--- src/rtl/seg_scan_ctrl.sv ---
// Scan controller for a 4-digit common-anode 7-segment display on one shared segment bus.
// Latency: outputs are registered and lag the (idx, cnt) scan state by one clock.
// Backpressure: none; free-running scan, and patterns are sampled once per slot at active-phase start.
module seg_scan_ctrl #(
    parameter int SCAN_DIV     = 50000,
    parameter int BLANK_CYCLES = 500
) (
    input  logic       clk,
    input  logic       reset,
    input  logic [7:0] hex0,
    input  logic [7:0] hex1,
    input  logic [7:0] hex2,
    input  logic [7:0] hex3,
    input  logic [3:0] dig_en,
    output logic [3:0] an,
    output logic [7:0] sseg,
    output logic       frame_tick
);

    localparam int CW = (SCAN_DIV > 1) ? $clog2(SCAN_DIV) : 1;
    localparam logic [CW-1:0] CNT_LAST = CW'(SCAN_DIV - 1);
    localparam logic [CW-1:0] BLANK_C  = CW'(BLANK_CYCLES);

    // Scan state
    logic [CW-1:0] cnt_q, cnt_d;
    logic [1:0]    idx_q, idx_d;

    // Per-slot snapshot of the digit pattern and enable, held for the whole active phase
    logic [7:0]    pat_q, pat_d;
    logic          en_q, en_d;

    // Registered outputs
    logic [3:0]    an_q, an_d;
    logic [7:0]    sseg_q, sseg_d;
    logic          tick_q, tick_d;

    logic          in_blank;
    logic          act_start;
    logic [7:0]    cur_pat;

    // With no blank phase the comparison would be constant, so drop it entirely.
    generate
        if (BLANK_CYCLES == 0) begin : g_no_blank
            assign in_blank = 1'b0;
        end else begin : g_blank
            assign in_blank = (cnt_q < BLANK_C);
        end
    endgenerate

    assign act_start = (cnt_q == BLANK_C);

    // Select the pattern for the digit currently owning the bus
    always_comb begin
        cur_pat = 8'hFF;
        case (idx_q)
            2'd0:    cur_pat = hex0;
            2'd1:    cur_pat = hex1;
            2'd2:    cur_pat = hex2;
            default: cur_pat = hex3;
        endcase
    end

    // Slot counter wraps at SCAN_DIV-1 and advances the digit index mod 4
    always_comb begin
        cnt_d = cnt_q + CW'(1);
        idx_d = idx_q;
        if (cnt_q == CNT_LAST) begin
            cnt_d = '0;
            idx_d = idx_q + 2'd1;
        end
    end

    // Output decode from the current scan state; the snapshot is taken at active-phase start
    // and fed straight through on that same edge so the first active cycle shows the new value.
    always_comb begin
        pat_d  = pat_q;
        en_d   = en_q;
        an_d   = 4'b1111;
        sseg_d = 8'hFF;
        tick_d = (idx_q == 2'd0) && (cnt_q == '0);
        if (act_start) begin
            pat_d = cur_pat;
            en_d  = dig_en[idx_q];
        end
        if (!in_blank && en_d) begin
            an_d         = 4'b1111;
            an_d[idx_q]  = 1'b0;
            sseg_d       = pat_d;
        end
    end

    // State and output registers; reset blanks the display on the same edge it is seen
    always_ff @(posedge clk) begin
        if (reset) begin
            cnt_q  <= '0;
            idx_q  <= 2'd0;
            pat_q  <= 8'hFF;
            en_q   <= 1'b0;
            an_q   <= 4'b1111;
            sseg_q <= 8'hFF;
            tick_q <= 1'b0;
        end else begin
            cnt_q  <= cnt_d;
            idx_q  <= idx_d;
            pat_q  <= pat_d;
            en_q   <= en_d;
            an_q   <= an_d;
            sseg_q <= sseg_d;
            tick_q <= tick_d;
        end
    end

    assign an         = an_q;
    assign sseg       = sseg_q;
    assign frame_tick = tick_q;

endmodule

--- config.mk ---
export PLATFORM = sky130hd
export DESIGN_NAME = seg_scan_ctrl
export DESIGN_NICKNAME = d
export VERILOG_FILES = /design/src/rtl/seg_scan_ctrl.sv
export SDC_FILE = /design/constraint.sdc
export NUM_CORES = 1
export LEC_CHECK = 0
export ABC_AREA = 1
export CORE_ASPECT_RATIO = 0.75
export CORE_MARGIN = 1.5
export CORE_UTILIZATION = 45
export DETAILED_ROUTE_END_ITERATION = 8
export PLACE_DENSITY = 0.78
export REMOVE_ABC_BUFFERS = 1
export SLEW_MARGIN = 20
export SYNTH_ARGS = -nofsm -noshare
export SYNTH_HDL_FRONTEND = slang
export SYNTH_SLANG_ARGS = --single-unit
--- constraint.sdc ---
create_clock -name clk -period 1.6 [get_ports clk]
set_clock_uncertainty 0.05 [all_clocks]
set_input_delay 0.32 -clock clk [delete_from_list [all_inputs] [get_ports clk]]
set_output_delay 0.32 -clock clk [all_outputs]
set_load 0.05 [all_outputs]
# ---- Word-level counts from Yosys, hierarchy flattened
# Cells that the tools add are included.
dict set report totals {
  in_bits 38
  output_inout_bits 13
  wordCells 33
  register_bits 40
}
dict set report op_classes {
  magnitude_cmp 3
  add_sub_neg 2
  n_mux 7
  bitwise_logic 2
  n_eq_ne 4
  reduce_logical 8
}
# cell count
set op_table {}
lappend op_table {{case mux 8 bit (3 select lines)} 1}
lappend op_table {{adder 16 x 1 -> 16 bit, second input constant} 1}
lappend op_table {{== test 16 bit, second input constant} 1}
lappend op_table {{== test 16 x 9 -> 1 bit, second input constant} 1}
lappend op_table {{zero test 16 bit} 1}
lappend op_table {{< comparator 16 x 9 -> 1 bit, second input constant} 1}
lappend op_table {{two-way mux 8 bit} 1}
lappend op_table {{inverter 4 bit} 1}
lappend op_table {{OR reduction 2 bit} 2}
lappend op_table {{logical AND 1 bit} 3}
lappend op_table {{< comparator 2 x 3 -> 1 bit, second input constant} 1}
lappend op_table {{two-way mux 1 bit} 3}
lappend op_table {{adder 2 x 1 -> 2 bit, second input constant} 1}
lappend op_table {{binary-select mux 1 bit (select 2 bit)} 1}
lappend op_table {{demux 1 bit (select 2 bit)} 1}
lappend op_table {{== test 2 x 1 -> 1 bit, second input constant} 1}
lappend op_table {{== test 2 bit, second input constant} 1}
lappend op_table {{greater-or-equal comparator 2 x 1 -> 1 bit, second input constant} 1}
lappend op_table {{zero test 2 bit} 1}
lappend op_table {{zero test 1 bit} 1}
lappend op_table {{inverter 1 bit} 1}

# ---- Logic depth before layout (Yosys ltp)
dict set report depth {
  ltp_word 6
  mapped_depth 10
  depth_no_buf 9
}

# ---- Worst setup path before layout
# Ideal clock, no wire load.
dict set report synth_timing {
  kind {reg-to-reg}
  startpoint {reg idx_q[0]}
  endpoint {reg sseg_q[2] (netlist: sseg[2])}
  n_path_buf 1
  setup_slack_ps 13
  arrival_time_ps 1417
  setup_time_ps 120
  path_stages_with_launch 9
  cell_sequence {dfxtp_1 -> ha_1 -> inv_1 -> clkbuf_1 -> or2_2 -> nand2_1 -> nor2_1 -> nor2_1 -> nand3_2}
}
dict set report synth_between {
  elab_chain_len 6
}
# element line_no
set synth_rtl {}
lappend synth_rtl {{from (decl)} 26} ;# logic [1:0] idx_q, idx_d;
lappend synth_rtl {{from (signal assigned)} 104} ;# idx_q <= idx_d;
lappend synth_rtl {{binary-select mux 1 bit (select 2 bit)} 83} ;# en_d = dig_en[idx_q];
lappend synth_rtl {{two-way mux 1 bit (not written as such)} 83}
lappend synth_rtl {{two-way mux 1 bit} 81} ;# if (act_start) begin
lappend synth_rtl {{logical AND 1 bit} 85} ;# if (!in_blank && en_d) begin
lappend synth_rtl {{inverter 1 bit (no line)} --}
lappend synth_rtl {{OR reduction 2 bit (no line)} --}
lappend synth_rtl {{to (signal assigned)} 108} ;# sseg_q <= sseg_d;
lappend synth_rtl {{to (decl)} 34} ;# logic [7:0] sseg_q, sseg_d;
# Parallel ways exist; a longest one is shown, timed or not. The select of a mux whose other input is x is not followed.
# A chain may end at the register's enable or synchronous reset.

# ---- Final worst setup path
dict set report layout_timing {
  startpoint {reg idx_q[1]}
  endpoint {reg sseg_q[7] (netlist: sseg[7])}
}
# Same word-level chain as after synthesis.

==> impl_results.md <==
- Slew headroom: 70.5%
- Area growth from synthesis to layout: 43.7%
- Hold Violations, Final: 0
- Vias in the first global route: about 1900
- Seq/Total Area, Yosys: 37.4%
- Cell variety after synth: 27
- Setup Viol. Count Final: 0
- Area leader, netlist: dfxtp_1
- Overall power: 2.08 mW
- Top_reg_cell synth: dfxtp_1
- Reg2Reg Launch Point: idx_q[1]
- Fin crit share: 96.7%
- CP Cell Sequence: ha_4 > clkinvlp_4 > buf_4 > or2_2 > nand2_1 > nor2_1 > nor2_2 > nand3_2
- Placed insts: 420
- Wirelength, routed: roughly 5.6 mm
- Total GRT Usage: 22.7%
- DIE WIDTH: 82.7 µm
- Die area: roughly 5200 µm²
- CTS tree: done
- Post-Synthesis Cells: 304
- Static Leak: 1.30 nW
- Boundary Pins: 51
- Crit path launch: idx_q[1]
- Crit path max-delay family: simple AND/OR/NAND/NOR gates
- Post-synth EDFFs: 0
- Async SR Flop Fraction: 0%
- Tmin final: 1550 ps
- Setup crit end: sseg[7]
- Reg2Reg Setup Slack: between 50 and 60 ps
- Hold-fix buffers, CTS: 0
- Worst-path fanout max: 4
- CP required: 1740 ps
- Ranking of synthesized cells by area: dfxtp_1 (37%), nand2_1 (12%), nor2_1 (9.3%), inv_1 (5.8%), nand4_1 (4.4%)
- Largest net degree at the start of global routing: 17
- Levels on crit path: 8
- Worst reg2reg path depth: 8
- Fin Setup TNS: 0 ps
- Cell Rows: 21
- CP endpoint kind: flop
- Die height: 62.8 µm
- DR DRC count: 0
- Post-synth top cells: nand2_1 (68), nor2_1 (53), dfxtp_1 (40)
- CP bufs+invs: 2
- Reg-to-reg endpoint: sseg[7]
- Vias per cell: 4.90
- Core area: 4520 µm²
- Syn avg cell area: 7.05 µm²
- Maxcap violations: 0
- Tightest Pin Transition: 438 ps
- Fillers: just under 400
- Max Fclk: 0.646 GHz
- Unrepaired setup endpoints after global routing: yes
- Detail Placement HPWL: between 4 and 5 mm
- Critical Path Source Type: flop
- Status: completed
- NumNets Final: about 420
- Hold Path Depth: 1
- Slowest Stage Delay on Critical Path: 380 ps
- Antenna Cells: 0
- Synth top area share: 37.4%
- Initial antenna violation count: 0
- Synthesized flop and latch total: 40
- Synth warn: 0
- Global-route wire length before repair: around 9 mm
- DRT iter0 DRCs: 130
- Pins over their slew limit: 0
- Hold Path Class: reg2reg
- Clock Path Buffers: 2
- Grt ovf: 0
- Worst setup path category: reg2reg
- Share of cells above drive strength 1: 29.4%
- Clock-pin slew on the worst setup and hold paths: roughly 70 ps
- Mapped Area: 2140 µm²
- Worst ir drop on vdd: 637 µV
- Crit path DAT: 1680 ps
- Most common cell in the netlist: nand2_1
- CTS Sinks: 40
- Vias: about 2100
- Initial Util: 47.4%
- Pwr dens: between 600 and 700 nW/µm²
- Placer Congestion: 0.849
- Port bufs: 50
- Insertion delay to the later sink of the worst-skew pair: 290 ps
- Routed WL per cell: between 10 and 15 µm
- CTS Buf Count: 5
- Detailed Routing Iterations Pass 1: 4
- # H-tree levels: 2
- Critical Path Slowest Stage Cell: dfxtp_4
- Antenna viol nets, final: 0
- Non-filler instance count after layout: 435
- Root buf cell: clkbuf_8
[metal layers]
metal  track usage [%]  wire length (µm)  vias to the layer above
li1                  -                 -                     1102
met1              33.7              2750                      968
met2              32.7              2400                       56
met3              3.94               323                        7
met4              7.71                84                        0
met5                 0                 0                        -
[timing repair]
item | in CTS | in global routing
endpoints found under the hold margin | 0 | 0
setup buffers | 5 | 1
pin swaps | 2 | 10
resized for setup | 6 | 36
gates cloned | 0 | 1
setup endpoints to repair | 10 | 37
[power by group]
part | internal (mW) | leakage (nW) | switching (mW) | total [mW]
sequential | 1.00 | 0.329 | 0.00793 | 1.01
clock | 0.550 | 0.0645 | 0.344 | 0.894
combinational | 0.111 | 0.905 | 0.0649 | 0.176
[stage by stage]
step / util [%] / worst slack, ps / instance area (µm²) / hold slack (ps)
floorplan: - / 80.1 / 2090 / 380
global placement: 61.5 / -24.6 / 2780 / 396
detailed placement: 61.5 / -36.8 / 2780 / 408
CTS: 65.2 / 2.58 / 2950 / 426
global route: 68.2 / -13.1 / 3080 / 400
finish: 68.2 / 52.7 / 3080 / 389
[cell type report]
| class | count | area [µm²] | area share (%) |
|---|---|---|---|
| inverter | 37 | 143 | 4.63 |
| multi-input combinational | 220 | 1250 | 40.6 |
| clock buffer | 7 | 96.3 | 3.13 |
| tap | 57 | 71.3 | 2.32 |
| timing repair buffer | 73 | 669 | 21.7 |
| sequential | 40 | 820 | 26.6 |
| clock inverter | 1 | 30.0 | 0.975 |
[state kept, by name (all words and copies together) (netlist names)]
signal	count
cnt_q	16
pat_q	8
sseg	8
an	4
idx_q	2
en_q	1
frame_tick	1
[worst reg2reg max path, stage by stage, from the launching register on]
cell and delay (ps):
dfxtp_4 380, ha_4 150, clkinvlp_4 100, buf_4 160, or2_2 280, nand2_1 70
nor2_1 50, nor2_2 130, nand3_2 70
[layout by cell type, fill, tap and decap left out, drive strengths merged]
| master | n |
|---|---|
| nand2 | 76 |
| nor2 | 63 |
| dfxtp | 40 |
| clkdlybuf4s50 | 37 |
| buf | 36 |
| inv | 35 |
| nand3 | 24 |
| nand4 | 15 |
| or2 | 9 |
| nor3 | 9 |
| a21oi | 7 |
| clkbuf | 7 |
| ha | 7 |
| o21ai | 5 |
| xor2 | 4 |
| clkinv | 1 |
| clkinvlp | 1 |
| nor4b | 1 |
| bufinv | 1 |
[logic make-up after synthesis]
group / synth area share, %
adders and majority gates: 4.09
xor gates and xnor gates: 1.63
and+or+nand+nor: 44.8
AOI/OAI and AO/OA: 2.98
DFF: 37.4
buffers and inverters: 9.17
[worst min path at each step]
stage	end	slack (ps)	startpoint
2_1_floorplan	cnt_q[0]	380	cnt_q[0]
3_3_place_gp	cnt_q[0]	400	cnt_q[0]
3_5_place_dp	cnt_q[0]	410	cnt_q[0]
4_1_cts	cnt_q[0]	430	cnt_q[0]
5_1_grt	cnt_q[0]	400	cnt_q[0]
6_report	cnt_q[0]	390	cnt_q[0]
Power figures use the tool's default switching activity.
